<file path="config.mk">
export PLATFORM = sky130hd
export DESIGN_NAME = pulse_echo_receiver
export DESIGN_NICKNAME = d
export VERILOG_FILES = /design/src/rtl/pulse_meter_pkg.sv /design/src/rtl/sync_rise_detect.sv /design/src/rtl/pulse_echo_receiver.sv
export SDC_FILE = /design/constraint.sdc
export NUM_CORES = 1
export LEC_CHECK = 0
export BUFFER_PORTS_ARGS = -buffer_cell sky130_fd_sc_hd__buf_2
export CORE_UTILIZATION = 31
export DETAILED_ROUTE_END_ITERATION = 7
export PLACE_DENSITY_LB_ADDON = 0.15
export SLEW_MARGIN = 0
export SYNTH_ARGS = -nofsm -noshare
export SYNTH_HDL_FRONTEND = slang
export SYNTH_SLANG_ARGS = --single-unit
</file>
<file path="constraint.sdc">
create_clock -name i_Clk -period 3.79 [get_ports i_Clk]
set_clock_uncertainty 0.2 [all_clocks]
set_input_delay 0.1895 -clock i_Clk [delete_from_list [all_inputs] [get_ports i_Clk]]
set_output_delay 0.1895 -clock i_Clk [all_outputs]
set_load 0.02 [all_outputs]
</file>
<file path="src/rtl/pulse_meter_pkg.sv">
// Shared types and default parameters for the pulse propagation time meter.
package pulse_meter_pkg;

  typedef enum logic {
    IDLE  = 1'b0,
    COUNT = 1'b1
  } state_t;

  localparam int COUNT_W_DFLT        = 16;
  localparam int SYNC_STAGES_DFLT    = 2;
  localparam int TIMEOUT_CYCLES_DFLT = 50000;

endpackage

</file>
<file path="src/rtl/sync_rise_detect.sv">
// Multi-flop synchronizer for an asynchronous input, followed by a prev-sample
// flop that yields a one-cycle strobe on each rising edge of the synchronized level.
module sync_rise_detect #(
  parameter int STAGES = 2
) (
  input  logic clk,
  input  logic rst_n,
  input  logic din,
  output logic level,
  output logic rise
);

  logic [STAGES-1:0] sync_q;
  logic              prev_q;

  always_ff @(posedge clk or negedge rst_n) begin
    if (!rst_n) begin
      sync_q <= '0;
      prev_q <= 1'b0;
    end else begin
      sync_q <= {sync_q[STAGES-2:0], din};
      prev_q <= sync_q[STAGES-1];
    end
  end

  assign level = sync_q[STAGES-1];
  assign rise  = sync_q[STAGES-1] & ~prev_q;

endmodule

</file>
<file path="src/rtl/pulse_echo_receiver.sv">
// Receive side of the pulse propagation time meter: armed by the launch strobe,
// measures cycles until the synchronized echo rises, or flags a timeout.
//
// state | meaning
// IDLE  | waiting for a rising edge on i_Start; o_Ready high
// COUNT | counting cycles since launch; waiting for echo edge or window end
module pulse_echo_receiver
  import pulse_meter_pkg::*;
#(
  parameter int COUNT_W        = COUNT_W_DFLT,
  parameter int SYNC_STAGES    = SYNC_STAGES_DFLT,
  parameter int TIMEOUT_CYCLES = TIMEOUT_CYCLES_DFLT
) (
  input  logic               i_Clk,
  input  logic               i_Rst_L,
  input  logic               i_Start,
  input  logic               i_Echo,
  output logic [COUNT_W-1:0] o_Time,
  output logic               o_Valid,
  output logic               o_Timeout,
  output logic               o_Ready
);

  if (SYNC_STAGES < 2) begin : g_bad_sync
    $error("pulse_echo_receiver: SYNC_STAGES must be at least 2");
  end
  if (TIMEOUT_CYCLES < 1 || longint'(TIMEOUT_CYCLES) >= (longint'(1) << COUNT_W)) begin : g_bad_window
    $error("pulse_echo_receiver: TIMEOUT_CYCLES out of range for COUNT_W");
  end

  localparam logic [COUNT_W:0]   SYNC_EXT = (COUNT_W+1)'(SYNC_STAGES);
  localparam logic [COUNT_W-1:0] CNT_LAST = COUNT_W'(TIMEOUT_CYCLES - 1);

  state_t             state, state_nxt;
  logic [COUNT_W-1:0] cnt, cnt_nxt;
  logic [COUNT_W-1:0] time_nxt;
  logic               valid_nxt;
  logic               timeout_nxt;
  logic               start_prev;
  logic               start_rise;
  logic               echo_rise;
  logic               unused_echo_level;
  logic [COUNT_W:0]   cnt_inc;

  sync_rise_detect #(
    .STAGES (SYNC_STAGES)
  ) u_echo_sync (
    .clk   (i_Clk),
    .rst_n (i_Rst_L),
    .din   (i_Echo),
    .level (unused_echo_level),
    .rise  (echo_rise)
  );

  assign start_rise = i_Start & ~start_prev;
  assign cnt_inc    = {1'b0, cnt} + 1'b1;

  always_ff @(posedge i_Clk or negedge i_Rst_L) begin
    if (!i_Rst_L) begin
      state      <= IDLE;
      cnt        <= '0;
      o_Time     <= '0;
      o_Valid    <= 1'b0;
      o_Timeout  <= 1'b0;
      start_prev <= 1'b0;
    end else begin
      state      <= state_nxt;
      cnt        <= cnt_nxt;
      o_Time     <= time_nxt;
      o_Valid    <= valid_nxt;
      o_Timeout  <= timeout_nxt;
      start_prev <= i_Start;
    end
  end

  // An echo edge seen before cnt+1 reaches SYNC_STAGES entered the synchronizer
  // before the launch edge, so it is skipped rather than reported.
  always_comb begin
    state_nxt   = state;
    cnt_nxt     = cnt;
    time_nxt    = o_Time;
    valid_nxt   = 1'b0;
    timeout_nxt = 1'b0;
    case (state)
      IDLE: begin
        if (start_rise) begin
          state_nxt = COUNT;
          cnt_nxt   = '0;
        end
      end
      COUNT: begin
        cnt_nxt = cnt_inc[COUNT_W-1:0];
        if (echo_rise && (cnt_inc >= SYNC_EXT)) begin
          time_nxt  = COUNT_W'(cnt_inc - SYNC_EXT);
          valid_nxt = 1'b1;
          state_nxt = IDLE;
        end else if (cnt == CNT_LAST) begin
          timeout_nxt = 1'b1;
          state_nxt   = IDLE;
        end
      end
      default: state_nxt = IDLE;
    endcase
  end

  assign o_Ready = (state == IDLE);

endmodule

</file>
# --- Word-level counts from Yosys, hierarchy flattened ---
# Cells that the tools add are included.
# Widths: inputs -> output; s select.
totals:
  output_inout_bits: 19
  regBits: 39
op_classes:
  n_reduce_logical: 2
  n_bitwise: 5
  addsub: 2
  n_mux: 11
  n_lt_le_gt_ge: 1
  n_eq_ne: 2
ops:
  columns: ["op", "n"]
  rows:
  - ["$pmux 16 s2", 1]
  - ["$add 16x1->17 const B", 1]
  - ["$ge 17x2->1 const B", 1]
  - ["$eq 16x16->1 const B", 1]
  - ["$mux 16", 1]
  - ["$sub 16x2->16 const B", 1]
  - ["$mux 1", 8]
  - ["$not 1->1", 3]
  - ["$and 1x1->1", 2]
  - ["$ne 2x1->1 const B", 1]
  - ["$pmux 1 s2", 1]
  - ["$reduce_and 2->1", 1]
  - ["$logic_and 1x1->1", 1]

# --- Depth between registers and ports, before layout ---
logic_depth:
  depth_word: 5
  depth_mapped: 10

# --- Hierarchy ---
# A second synthesis with hierarchy kept.
hier_totals:
  cells_unflattened: 234
  hier_area_um2: 2306.0
modules_own_cells:
  columns: ["mod", "n_inst", "area_each_um2", "cells_each"]
  rows:
  - ["pulse_echo_receiver", 1, 2217.1, 230]
  - ["sync_rise_detect", 1, 88.8, 4]

# --- Worst setup path before layout ---
# OpenSTA, ideal clock, no wires.
synth_timing:
  path_kind: "flip-flop to flip-flop"
  from: "register cnt[0]"
  to: "register o_Time[10]"
  path_buffers: 2
  arrival_ns: 2.418
  slack_ns: 1.047
  stages_incl_launch_ff: 11
  required_ns: 3.465
  synth_period_minus_slack_ns: 2.743
  cell_sequence: "dfrtp_1 -> ha_1 -> and2_1 -> a211oi_2 -> a31oi_1 -> nor3_2 -> and4_4 -> a31o_1 -> buf_6 -> buf_12 -> mux2_4"
synth_between:
  elab_chain_len: 4
  elab_cells_between_ends: 5
  cone_classes: "2 x add/sub; 1 x order compare; 2 x reduce/logical"
synth_lines:
  columns: ["item", "line_no", "text"]
  rows:
  - ["start: declaration", "pulse_echo_receiver.sv:35", "logic [COUNT_W-1:0] cnt, cnt_nxt;"]
  - ["start signal: assignment", "pulse_echo_receiver.sv:68", "cnt <= cnt_nxt;"]
  - ["$add 16x1->17 (*)", "pulse_echo_receiver.sv:56", "assign cnt_inc = {1'b0, cnt} + 1'b1;"]
  - ["$ge 17x2->1", "pulse_echo_receiver.sv:93", "if (echo_rise && (cnt_inc >= SYNC_EXT)) begin"]
  - ["$logic_and 1x1->1", "pulse_echo_receiver.sv:93", null]
  - ["$reduce_and 2->1 (no source line)", null, null]
  - ["end signal: assignment", "pulse_echo_receiver.sv:69", "o_Time <= time_nxt;"]
  - ["end: declaration", "pulse_echo_receiver.sv:18", "output logic [COUNT_W-1:0] o_Time,"]
# Every way passes the cells marked *; elsewhere a longest branch is shown, timed or not.
# A chain may end at the register's enable or synchronous reset.

# --- Final worst setup path ---
layout_timing:
  from: "register cnt[2]"
  to: "register o_Time[3]"
# The elaborated chain is that of the path after synthesis.

==> reports/metrics.cfg <==
[clock_tree]
cts_resized = 0
clk_pin_slew_ps = 80
cts_buffers = 5
clk_latency_ps = 300
cts_tree = yes
htreeDepth = 2
root_buffer = clkbuf_8
cts_sinks = 39
clk_path_buf_depth = 2

[die]
pin_count = 23
fp-row-count = 31
die_area_sq_mm = 0.00791
fp.dieH_um = 88.9
fp.coreArea_sq_mm = 0.00729
die_x_um = 88.9
initial_core_util = 0.321

[routing]
drt_iter0_drc = 98
vias = 1800
viasPerCell = 4.96
ant_nets = 0
drc = 0
avgRoutedWirePerCell_um = 15.4
firstDrtPassIters = 4
routed_wirelength_um = 5580

[global_route]
grt_max_degree = 40
use_met2 = 0.250
grt_util_all_layers = 0.158
first_global_vias = 1759
grtUsageMet3 = 0.0360
grt_pass1_wl_um = 9110
antenna_found_initial = 0
busiest_layer = met2
globalRouteOverflowTotal = 0
use_met1 = 0.215

[power]
power_density_mw_per_mm2 = 841
p_int_mw = 1.30
p_seq_frac = 0.308
p_leak_nw = 1.17
pwr-share-clk = 0.188
ir_drop_uv = 383
power.share.switching = 0.418
comb_power_share = 0.504
p_sw_mw = 0.935

[critical_path]
r2r-end = o_Time[3]
cp.required_ps = 3780
crit_slowest_cell = dfrtp_1
rrSetupSlack_ps = 710
crit_type = flip-flop to flip-flop
critPathTopFamily = simple AND/OR/NAND/NOR gates
path_cells = and3_1 > mux2i_1 > a31oi_1 > nor3_2 > and4_4 > a31o_1 > buf_4 > mux2_2
r2r_cells = 8
start_kind = flip-flop
path_buf_inv = 1
rr_startpoint = cnt[2]
cp-end-kind = flip-flop
cp.arrival_ps = 3070
worstPathMaxFanout = 12
slowest_delay_ps = 550

[cells_and_area]
area_growth_pct = 13.6
fin_nets = 270
antenna_cells = 0
fillers = 761
drive_gt1_frac = 0.216

[run_status]
status = finished clean

[worst_hold_path]
hold_path.startpoint = u_echo_sync.sync_q[0]
whs_path_depth = 0
min_to = u_echo_sync.sync_q[1]
min_path_type = flip-flop to flip-flop

[logic_synthesis]
yosysWarningCount = 0
synth_edf_count = 0
synth_ff_type = dfrtp_1
synth_cell_types = 47
netlist_instances = 243
syn-mean-instance-area_sq_um = 9.64
synthArstFlopShare = 1.00
yosysSeqAreaShare = 0.417
synth_nets = 250
syn-cell-area_sq_mm = 0.00234
synth_seq_cells = 39

[sta]
min_period_over_period = 0.814
fin_tns_setup_ps = 0
setup_slack_ps = 706
fmaxAchievable_mhz = 324
slew_violations = 0
slew_headroom = 0.408
min_period_ps = 3080
finalSetupViolCount = 0
rsz0062_at_grt = no
worst_slew_pin_slew_ps = 888
finalHoldViolCount = 0

[placed_design]
dpl.hpwl_um = 3870
gp_congestion = 0.846
io_buffers = 22
dpl_worst_slack_ps = 727

[job]
max-cap-violations = 0

==> repair_timing <==
item | CTS | global route
hold buffers | 3 | 0
hold endpoints to repair | 41 | 0
buffers inserted | 0 | 0
setup endpoints to repair | 0 | 0
==> power groups by stage <==
stage | clock (mW) | sequential (mW) | combinational [mW]
after floorplan | 0 | 0.709 | 0.858
after global placement | 0 | 0.697 | 1.14
after detailed placement | 0 | 0.700 | 1.13
after CTS | 0.431 | 0.692 | 1.14
after global routing | 0.447 | 0.713 | 1.25
final | 0.422 | 0.689 | 1.13
==> layout by cell type, fill, tap and decap left out, types with 2 or more instances in the layout <==
cell type / n
o22ai_1: 4
a22oi_1: 2
a21oi_1: 13
a31oi_1: 8
bufinv_16: 2
mux2_2: 8
nor3_1: 2
and3_1: 4
o31ai_1: 2
nor2_1: 16
dlygate4sd3_1: 3
dfrtp_1: 39
nand4_2: 2
xnor2_1: 19
clkbuf_8: 5
or4_1: 2
nor4b_1: 2
nand2_1: 23
inv_1: 12
xor2_1: 2
mux2i_1: 5
buf_2: 22
ha_1: 3
and2_1: 3
o21ai_0: 16
buf_4: 3
or2_2: 2
nor3_2: 3
a22o_1: 3
nor2b_1: 3
mux2_4: 5
nand3_1: 9
nand4_1: 3
==> synth_stat cells (3+ instances only) <==
library cell / number / area share
o22ai_1: 4 / 0.011
a21oi_1: 13 / 0.028
nand4_1: 3 / 0.0080
xnor2_1: 19 / 0.071
inv_1: 12 / 0.019
nor3_2: 3 / 0.013
a31oi_1: 8 / 0.021
o21ai_0: 16 / 0.034
ha_1: 3 / 0.016
mux2_2: 8 / 0.038
mux2_4: 5 / 0.032
a22o_1: 3 / 0.011
nand2_1: 23 / 0.037
buf_2: 4 / 0.0085
nor2b_1: 3 / 0.0080
mux2i_1: 5 / 0.021
dfrtp_1: 39 / 0.42
nor2_1: 16 / 0.026
and2_1: 3 / 0.0080
and3_1: 4 / 0.011
nand3_1: 9 / 0.019
clkbuf_1: 5 / 0.0080
==> how the worst max path moves through the flow <==
stage | start | endpoint | cells after the start
floorplan | cnt[0] | o_Time[10] | 10
global placement | cnt[2] | o_Time[8] | 8
detailed placement | cnt[2] | o_Time[6] | 8
CTS | cnt[2] | o_Time[3] | 8
global route | cnt[2] | o_Time[8] | 8
finish | cnt[2] | o_Time[3] | 8
==> cells by family after synthesis <==
logic type               synth area share
buffers and inverters              0.0625
adder cells (fa/ha/maj)            0.0160
AO/OA/AOI/OAI                       0.138
XOR/XNOR                           0.0785
multiplexers                       0.0919
flip-flops                          0.417
AND/OR/NAND/NOR                     0.197
==> metal layers <==
layer	routed length [um]	share of wire
met1	2770	0.50
met2	2520	0.45
met3	213	0.038
met4	75	0.013
met5	0	0
==> flip-flops by register name (all words and copies together) (netlist names) <==
register and cells:
o_Valid 1, o_Time 16, start_prev 1, cnt 16
u_echo_sync.prev_q 1, state 1, o_Timeout 1, u_echo_sync.sync_q 2
==> per-stage QoR <==
step | total power, mW | util | cells | area [sq um] | hold slack, ps
6_report | 2.24 | 0.365 | 363 | 2660 | 152
4_1_cts | 2.26 | 0.365 | 363 | 2660 | 154
2_1_floorplan | 1.57 | - | 243 | 2340 | -306
5_1_grt | 2.42 | 0.365 | 363 | 2660 | 171
3_3_place_gp | 1.84 | 0.342 | 352 | 2500 | 98.4
3_5_place_dp | 1.83 | 0.342 | 352 | 2500 | 101
==> area by class of cell <==
type                       instances  area [sq um]  share of cell area
timing repair buffer              28           163              0.0611
clock inverter                     2          60.1              0.0226
tap                               99           124              0.0466
clock buffer                       6          72.6              0.0273
inverter                          12          45.0              0.0169
multi-input combinational        177          1220               0.459
sequential                        39           976               0.367
No activity file was read; power rests on OpenSTA's default activity.
